[src/rtl/desc_stream_engine.sv]
// rtl/desc_stream_engine.sv - walks an MPRF descriptor list and streams addressed words through a skid FIFO
// Optional feature macro: DESC_STREAM_ERR_EN (illegal opcodes raise sticky err and abort the list).
module desc_stream_engine #(
  parameter int          DATA_W     = 32,
  parameter int          ADDR_W     = 32,
  parameter int          RF_AW      = 5,
  parameter int          LEN_W      = 5,
  parameter int          OUT_DEPTH  = 2,
  parameter int          MEM_STRIDE = 4,
  parameter logic [15:0] DONE_OFF   = 16'h001F
) (
  input  logic              clk,
  input  logic              rst_n,
  input  logic              start,
  input  logic [RF_AW-1:0]  start_idx,
  input  logic [ADDR_W-1:0] start_out_addr,
  input  logic              pause,
  output logic              idle,
  output logic              rf_rd_en,
  output logic [RF_AW-1:0]  rf_addr,
  input  logic [DATA_W-1:0] rf_rdata,
  output logic              mem_req,
  output logic [ADDR_W-1:0] mem_addr,
  input  logic              mem_gnt,
  input  logic              mem_rvalid,
  input  logic [DATA_W-1:0] mem_rdata,
  output logic              out_valid,
  input  logic              out_ready,
  output logic [ADDR_W-1:0] out_addr,
  output logic [DATA_W-1:0] out_data,
  output logic              out_last,
  output logic              err
);
  localparam int CW = $clog2(OUT_DEPTH + 1);
  localparam int PW = $clog2(OUT_DEPTH);
  localparam logic [CW:0]       DEPTH_C  = (CW+1)'(OUT_DEPTH);
  localparam logic [PW-1:0]     LAST_IDX = PW'(OUT_DEPTH - 1);
  localparam logic [ADDR_W-1:0] STRIDE_C = ADDR_W'(MEM_STRIDE);

  typedef enum logic [3:0] {
    S_IDLE, S_DFETCH, S_DDEC, S_LFETCH, S_LDEC, S_RFGATH, S_MEMREQ, S_MEMWAIT, S_DONE
  } state_t;

  state_t            state_q;
  logic [RF_AW-1:0]  ptr_q, src_q;
  logic [ADDR_W-1:0] run_addr_q, mem_addr_q;
  logic [LEN_W-1:0]  cnt_q;
  logic [DATA_W-1:0] hold_q;
  logic              is_mem_q, fresh_q, gath_q, req_hold_q, done_pushed_q, err_q, idle_q;

  logic [ADDR_W-1:0] fa_q [OUT_DEPTH];
  logic [DATA_W-1:0] fd_q [OUT_DEPTH];
  logic              fl_q [OUT_DEPTH];
  logic [PW-1:0]     wr_q, rd_q;
  logic [CW-1:0]     occ_q;

  logic [DATA_W-1:0] word;
  logic [2:0]        opc;
  logic              pop, credit, lit_push;
  logic              push, push_last;
  logic [ADDR_W-1:0] push_addr;
  logic [DATA_W-1:0] push_data;

  // Decode from the live read data on the first cycle, from the held copy while stalled.
  assign word      = fresh_q ? rf_rdata : hold_q;
  assign opc       = word[DATA_W-1 -: 3];
  assign out_valid = (occ_q != '0);
  assign pop       = out_valid && out_ready;
  // Room must exist for this word after everything already issued lands.
  assign credit    = ({1'b0, occ_q} + {{CW{1'b0}}, gath_q}) < (DEPTH_C + {{CW{1'b0}}, pop});
  assign lit_push  = (state_q == S_DDEC) && !pause && credit && (opc == 3'b000) && (word != '0);

  assign idle      = idle_q;
  assign mem_addr  = mem_addr_q;
  assign mem_req   = (state_q == S_MEMREQ) && (req_hold_q || (!pause && credit));
  assign out_addr  = out_valid ? fa_q[rd_q] : '0;
  assign out_data  = out_valid ? fd_q[rd_q] : '0;
  assign out_last  = out_valid ? fl_q[rd_q] : 1'b0;
`ifdef DESC_STREAM_ERR_EN
  assign err = err_q;
`else
  assign err = 1'b0;
`endif

  always_comb begin
    rf_rd_en = 1'b0;
    rf_addr  = ptr_q;
    case (state_q)
      S_DFETCH, S_LFETCH: rf_rd_en = !pause;
      S_RFGATH: begin
        rf_rd_en = !pause && credit;
        rf_addr  = src_q;
      end
      default: ;
    endcase
  end

  always_comb begin
    push      = 1'b0;
    push_addr = run_addr_q;
    push_data = word;
    push_last = 1'b0;
    if (gath_q) begin
      push      = 1'b1;
      push_data = rf_rdata;
    end else if (state_q == S_MEMWAIT && mem_rvalid) begin
      push      = 1'b1;
      push_data = mem_rdata;
    end else if (lit_push) begin
      push = 1'b1;
    end else if (state_q == S_DONE && !pause && credit && !done_pushed_q && !err_q) begin
      push      = 1'b1;
      push_data = DATA_W'(1);
      push_last = 1'b1;
      push_addr = {run_addr_q[ADDR_W-1:16], DONE_OFF};
    end
  end

  always_ff @(posedge clk) begin
    if (push) begin
      fa_q[wr_q] <= push_addr;
      fd_q[wr_q] <= push_data;
      fl_q[wr_q] <= push_last;
    end
  end

  always_ff @(posedge clk or negedge rst_n) begin
    if (!rst_n) begin
      wr_q  <= '0;
      rd_q  <= '0;
      occ_q <= '0;
    end else begin
      if (push) wr_q <= (wr_q == LAST_IDX) ? '0 : wr_q + PW'(1);
      if (pop)  rd_q <= (rd_q == LAST_IDX) ? '0 : rd_q + PW'(1);
      if (push && !pop)      occ_q <= occ_q + CW'(1);
      else if (!push && pop) occ_q <= occ_q - CW'(1);
    end
  end

  always_ff @(posedge clk or negedge rst_n) begin
    if (!rst_n) begin
      state_q       <= S_IDLE;
      ptr_q         <= '0;
      src_q         <= '0;
      run_addr_q    <= '0;
      mem_addr_q    <= '0;
      cnt_q         <= '0;
      hold_q        <= '0;
      is_mem_q      <= 1'b0;
      fresh_q       <= 1'b0;
      gath_q        <= 1'b0;
      req_hold_q    <= 1'b0;
      done_pushed_q <= 1'b0;
      err_q         <= 1'b0;
      idle_q        <= 1'b1;
    end else begin
      fresh_q    <= rf_rd_en && (state_q == S_DFETCH || state_q == S_LFETCH);
      gath_q     <= rf_rd_en && (state_q == S_RFGATH);
      hold_q     <= word;
      req_hold_q <= mem_req && !mem_gnt;
      if (push && !push_last) run_addr_q <= run_addr_q + ADDR_W'(1);
      case (state_q)
        S_IDLE: if (start) begin
          ptr_q         <= start_idx;
          run_addr_q    <= start_out_addr;
          err_q         <= 1'b0;
          done_pushed_q <= 1'b0;
          idle_q        <= 1'b0;
          state_q       <= S_DFETCH;
        end
        S_DFETCH: if (!pause) begin
          ptr_q   <= ptr_q + RF_AW'(1);
          state_q <= S_DDEC;
        end
        S_DDEC: if (!pause) begin
          if (word == '0) state_q <= S_DONE;
          else begin
            case (opc)
              3'b000: if (credit) state_q <= S_DFETCH;
              3'b001: begin
                src_q    <= word[RF_AW-1:0];
                is_mem_q <= 1'b0;
                state_q  <= S_LFETCH;
              end
              3'b010: begin
                mem_addr_q <= ADDR_W'(word[DATA_W-4:0]);
                is_mem_q   <= 1'b1;
                state_q    <= S_LFETCH;
              end
              default: begin
`ifdef DESC_STREAM_ERR_EN
                err_q   <= 1'b1;
                state_q <= S_DONE;
`else
                state_q <= S_DFETCH;
`endif
              end
            endcase
          end
        end
        S_LFETCH: if (!pause) begin
          ptr_q   <= ptr_q + RF_AW'(1);
          state_q <= S_LDEC;
        end
        S_LDEC: if (!pause) begin
          cnt_q <= word[LEN_W-1:0];
          if (word[LEN_W-1:0] == '0) state_q <= S_DFETCH;
          else if (is_mem_q)         state_q <= S_MEMREQ;
          else                       state_q <= S_RFGATH;
        end
        S_RFGATH: if (rf_rd_en) begin
          src_q <= src_q + RF_AW'(1);
          cnt_q <= cnt_q - LEN_W'(1);
          if (cnt_q == LEN_W'(1)) state_q <= S_DFETCH;
        end
        // A granted request must follow its data even while paused.
        S_MEMREQ: if (mem_req && mem_gnt) state_q <= S_MEMWAIT;
        S_MEMWAIT: if (mem_rvalid) begin
          mem_addr_q <= mem_addr_q + STRIDE_C;
          cnt_q      <= cnt_q - LEN_W'(1);
          state_q    <= (cnt_q == LEN_W'(1)) ? S_DFETCH : S_MEMREQ;
        end
        S_DONE: begin
          if (push) done_pushed_q <= 1'b1;
          if ((done_pushed_q || err_q) && (occ_q == '0 || (pop && occ_q == CW'(1)))) begin
            idle_q  <= 1'b1;
            state_q <= S_IDLE;
          end
        end
        default: state_q <= S_IDLE;
      endcase
    end
  end
endmodule

[config.mk]
export PLATFORM = sky130hd
export DESIGN_NAME = desc_stream_engine
export DESIGN_NICKNAME = d
export VERILOG_FILES = /design/src/rtl/desc_stream_engine.sv
export SDC_FILE = /design/constraint.sdc
export NUM_CORES = 1
export LEC_CHECK = 0
export BUFFER_PORTS_ARGS = -buffer_cell sky130_fd_sc_hd__buf_2
export CORE_MARGIN = 2
export CORE_UTILIZATION = 57
export DETAILED_ROUTE_END_ITERATION = 16
export PLACE_DENSITY_LB_ADDON = 0.15
export SYNTH_ARGS = -nofsm -noshare
export SYNTH_HDL_FRONTEND = slang
export SYNTH_SLANG_ARGS = --single-unit
[constraint.sdc]
create_clock -name clk -period 7.5 [get_ports clk]
set_input_delay 1.5 -clock clk [delete_from_list [all_inputs] [get_ports clk]]
set_output_delay 1.5 -clock clk [all_outputs]
set_load 0.1 [all_outputs]
==> impl_metrics.py <==
metrics = {
    "layout": {
        "final_nets": 1523,
        "final-seq-area_um2": 7040,
        "final_common_cell": "buf_2",
        "area_growth_pct": 16.3,
        "drive_gt1_share_pct": 21.8,
        "postLayoutCoreUtil_pct": 68.1,
        "layout_common_cells": "212 x buf_2, 148 x nor2_1, 130 x edfxtp_1",
        "multi_input_area_um2": 5260,
        "fillers": 1720,
    },
    "worst_setup_path": {
        "cp_slowest_cell": "dfrtp_2",
        "path_cells": "ha_1, or3b_1, a21o_1, nor2_1, nand2_1, o21ai_0, buf_2",
        "r2r_slack_ns": 3.05,
        "timing.rr.start": "gath_q",
        "cp_max_fo": 66,
        "worstSetupPathType": "reg2out",
        "arrival_ns": 3.64,
        "critPathMaxStageDelay_ns": 1.10,
        "r2r_cells": 9,
        "cp-end-kind": "output port",
        "r2r-end": "fa_q[1][7]",
        "crit_required_ns": 6.00,
        "crit_path_start_kind": "flip-flop",
    },
    "timing": {
        "fmax_ghz": 0.195,
        "maxSlewHeadroom_pct": 22.3,
        "tns_ns": 0,
        "setup_violations": 0,
        "hold_viol": 0,
        "rsz0062_at_grt": "no",
        "slew_violations": 0,
        "fin_crit_sh_pct": 68.5,
        "fin_skew_ns": 0.0202,
        "tightest_slew_ns": 1.16,
        "min_period_ns": 5.14,
    },
    "detailed_routing": {
        "vias": 10300,
        "drt_pass1_iterations": 5,
        "drt-vias-per-instance": 6.01,
        "wl_per_cell_um": 20.2,
        "drt-total-wl_um": 34600,
        "drt_iter0_markers": 924,
        "remaining_drc_errors": 0,
        "drtAntennaViolNets": 0,
    },
    "clock_network": {
        "root_buffer": "clkbuf_16",
        "cts_resized": 0,
        "cts.reportedPaths.clkPinSlew_ns": 0.06,
        "cts_setup_buffers": 0,
        "hold_buffers": 0,
        "cts_buffer_depth": 3,
        "clk_latency_ns": 0.53,
        "tritoncts": "yes",
        "cts_buffers": 27,
        "htree_levels": 1,
        "cts_sinks": 255,
    },
    "logic_synthesis": {
        "syn_avg_cell_area_um2": 10.5,
        "syn-cell-area_um2": 12900,
        "yosysWarnings": 0,
        "ys_seq_area_share_pct": 54.7,
        "ys.flop_type": "edfxtp_1",
        "async_flop_share_pct": 49.0,
        "synth_nets": 1345,
        "netlist-cell-type-count": 73,
        "netlist_instances": 1226,
        "synth_edf_count": 130,
        "ys_seq_elements": 255,
    },
    "outcome": {
        "status": "completed",
    },
    "hold_path": {
        "holdPathEnd": "mem_addr[1]",
        "hold_depth": 2,
        "hp-class": "reg2reg",
        "min_from": "mem_addr[1]",
    },
    "global_route": {
        "grt_pass1_wl_um": 53800,
        "grt_start_max_net_pins": 69,
        "first_global_vias": 10000,
        "antenna_found_initial": 10,
        "grt_overflow": 0,
        "grtUsageTotal_pct": 28.8,
    },
    "die": {
        "dieWidth_um": 154,
        "die-area_um2": 23800,
        "io_pins": 215,
        "coreArea_um2": 22000,
        "fp-row-count": 54,
        "dieHeight_um": 154,
        "start_util_pct": 58.6,
    },
    "run": {
        "drv_cap": 0,
    },
    "placement": {
        "dp_hpwl_um": 24200,
        "portBuffers": 213,
        "gp_congestion": 1.02,
    },
}
area by class of cell:
| class | instances | share of cell area (%) |
|---|---|---|
| Antenna cell | 10 | 0.167 |
| Clock buffer | 36 | 5.01 |
| Clock inverter | 12 | 0.719 |
| Inverter | 68 | 1.71 |
| Multi-Input combinational cell | 826 | 35.2 |
| Sequential cell | 255 | 47.1 |
| Tap cell | 280 | 2.34 |
| Timing Repair Buffer | 226 | 7.80 |
worst max-delay path by stage:
stage	startpoint	cells past startpoint	end	slack [ns]
floorplan	rf_rdata[29]	6	fa_q[0][0]	0.99
global placement	out_ready	7	rf_rd_en	2.76
detailed placement	rf_rdata[29]	10	fd_q[1][9]	2.72
CTS	gath_q	7	rf_rd_en	2.34
global route	gath_q	7	rf_rd_en	2.13
finish	gath_q	7	rf_rd_en	2.36
sequential cells by signal, summed over array words and instances, names as in the netlist:
name / flops
fa_q: 64
fd_q: 64
hold_q: 32
mem_addr: 32
run_addr_q: 32
cnt_q: 5
ptr_q: 5
src_q: 5
state_q: 4
fl_q: 2
occ_q: 2
done_pushed_q: 1
fresh_q: 1
gath_q: 1
idle: 1
is_mem_q: 1
rd_q: 1
req_hold_q: 1
wr_q: 1
synthesized netlist by cell type, types with 6 or more instances:
cell type	count	area (um2)
dfrtp_1	124	3100
nor3_1	19	95.1
nand3_1	29	145
buf_1	11	41.3
a21oi_1	85	425
nor2_1	149	559
nand2_1	82	308
mux2_2	16	180
ha_1	11	138
o21ai_1	14	70.1
nand2b_1	9	56.3
nor4_1	13	81.3
o211ai_1	6	45.0
a221oi_1	25	219
o22ai_1	6	37.5
o2111ai_1	15	131
nand4_1	12	75.1
a31oi_1	9	56.3
a211oi_1	15	113
clkbuf_1	59	221
or3_1	7	43.8
xor2_1	30	263
inv_1	68	255
mux2i_1	89	891
and3_1	32	200
and2_1	18	113
o21ai_0	60	300
edfxtp_1	130	3900
routing by layer:
layer	GRT usage [%]	vias up	part of all wire, %
li1	-	4835	-
met1	40.3	4999	43
met2	45.8	399	47
met3	4.57	66	7.5
met4	10.6	0	3.0
met5	0	-	0
logic make-up (layout without fill, tap and decap cells):
| family | after synthesis | after routing | share of synthesized area [%] |
|---|---|---|---|
| AND/OR/NAND/NOR | 399 | 399 | 15.1 |
| AO/OA/AOI/OAI | 276 | 276 | 13.9 |
| flip-flops | 255 | 255 | 54.7 |
| buffers and inverters | 145 | 342 | 4.53 |
| multiplexers | 105 | 105 | 8.33 |
| XOR/XNOR | 34 | 34 | 2.32 |
| adder cells (fa/ha/maj) | 11 | 11 | 1.07 |
| other | 1 | 11 | 0.0292 |
critical path: cells and delay by family (launching register included):
family / cells / cell delay (ns)
AOI/OAI and AO/OA: 2 / 0.38
adders and majority gates: 1 / 0.38
DFF: 1 / 1.10
buffers and inverters: 1 / 0.46
and+or+nand+nor: 3 / 0.78
per-stage QoR:
stage          instances  cell area (um2)  setup slack [ns]  hold slack (ns)
4_1_cts             1703            14900              2.34            0.503
2_1_floorplan       1226            12900             0.992            0.456
6_report            1713            15000              2.36            0.507
3_3_place_gp        1655            14100              2.76            0.478
5_1_grt             1709            14900              2.13            0.537
3_5_place_dp        1655            14100              2.72            0.476
Power is left out: the tool's default activity adds up to more than one toggle a clock period on the data nets, which glitch-free logic cannot reach.
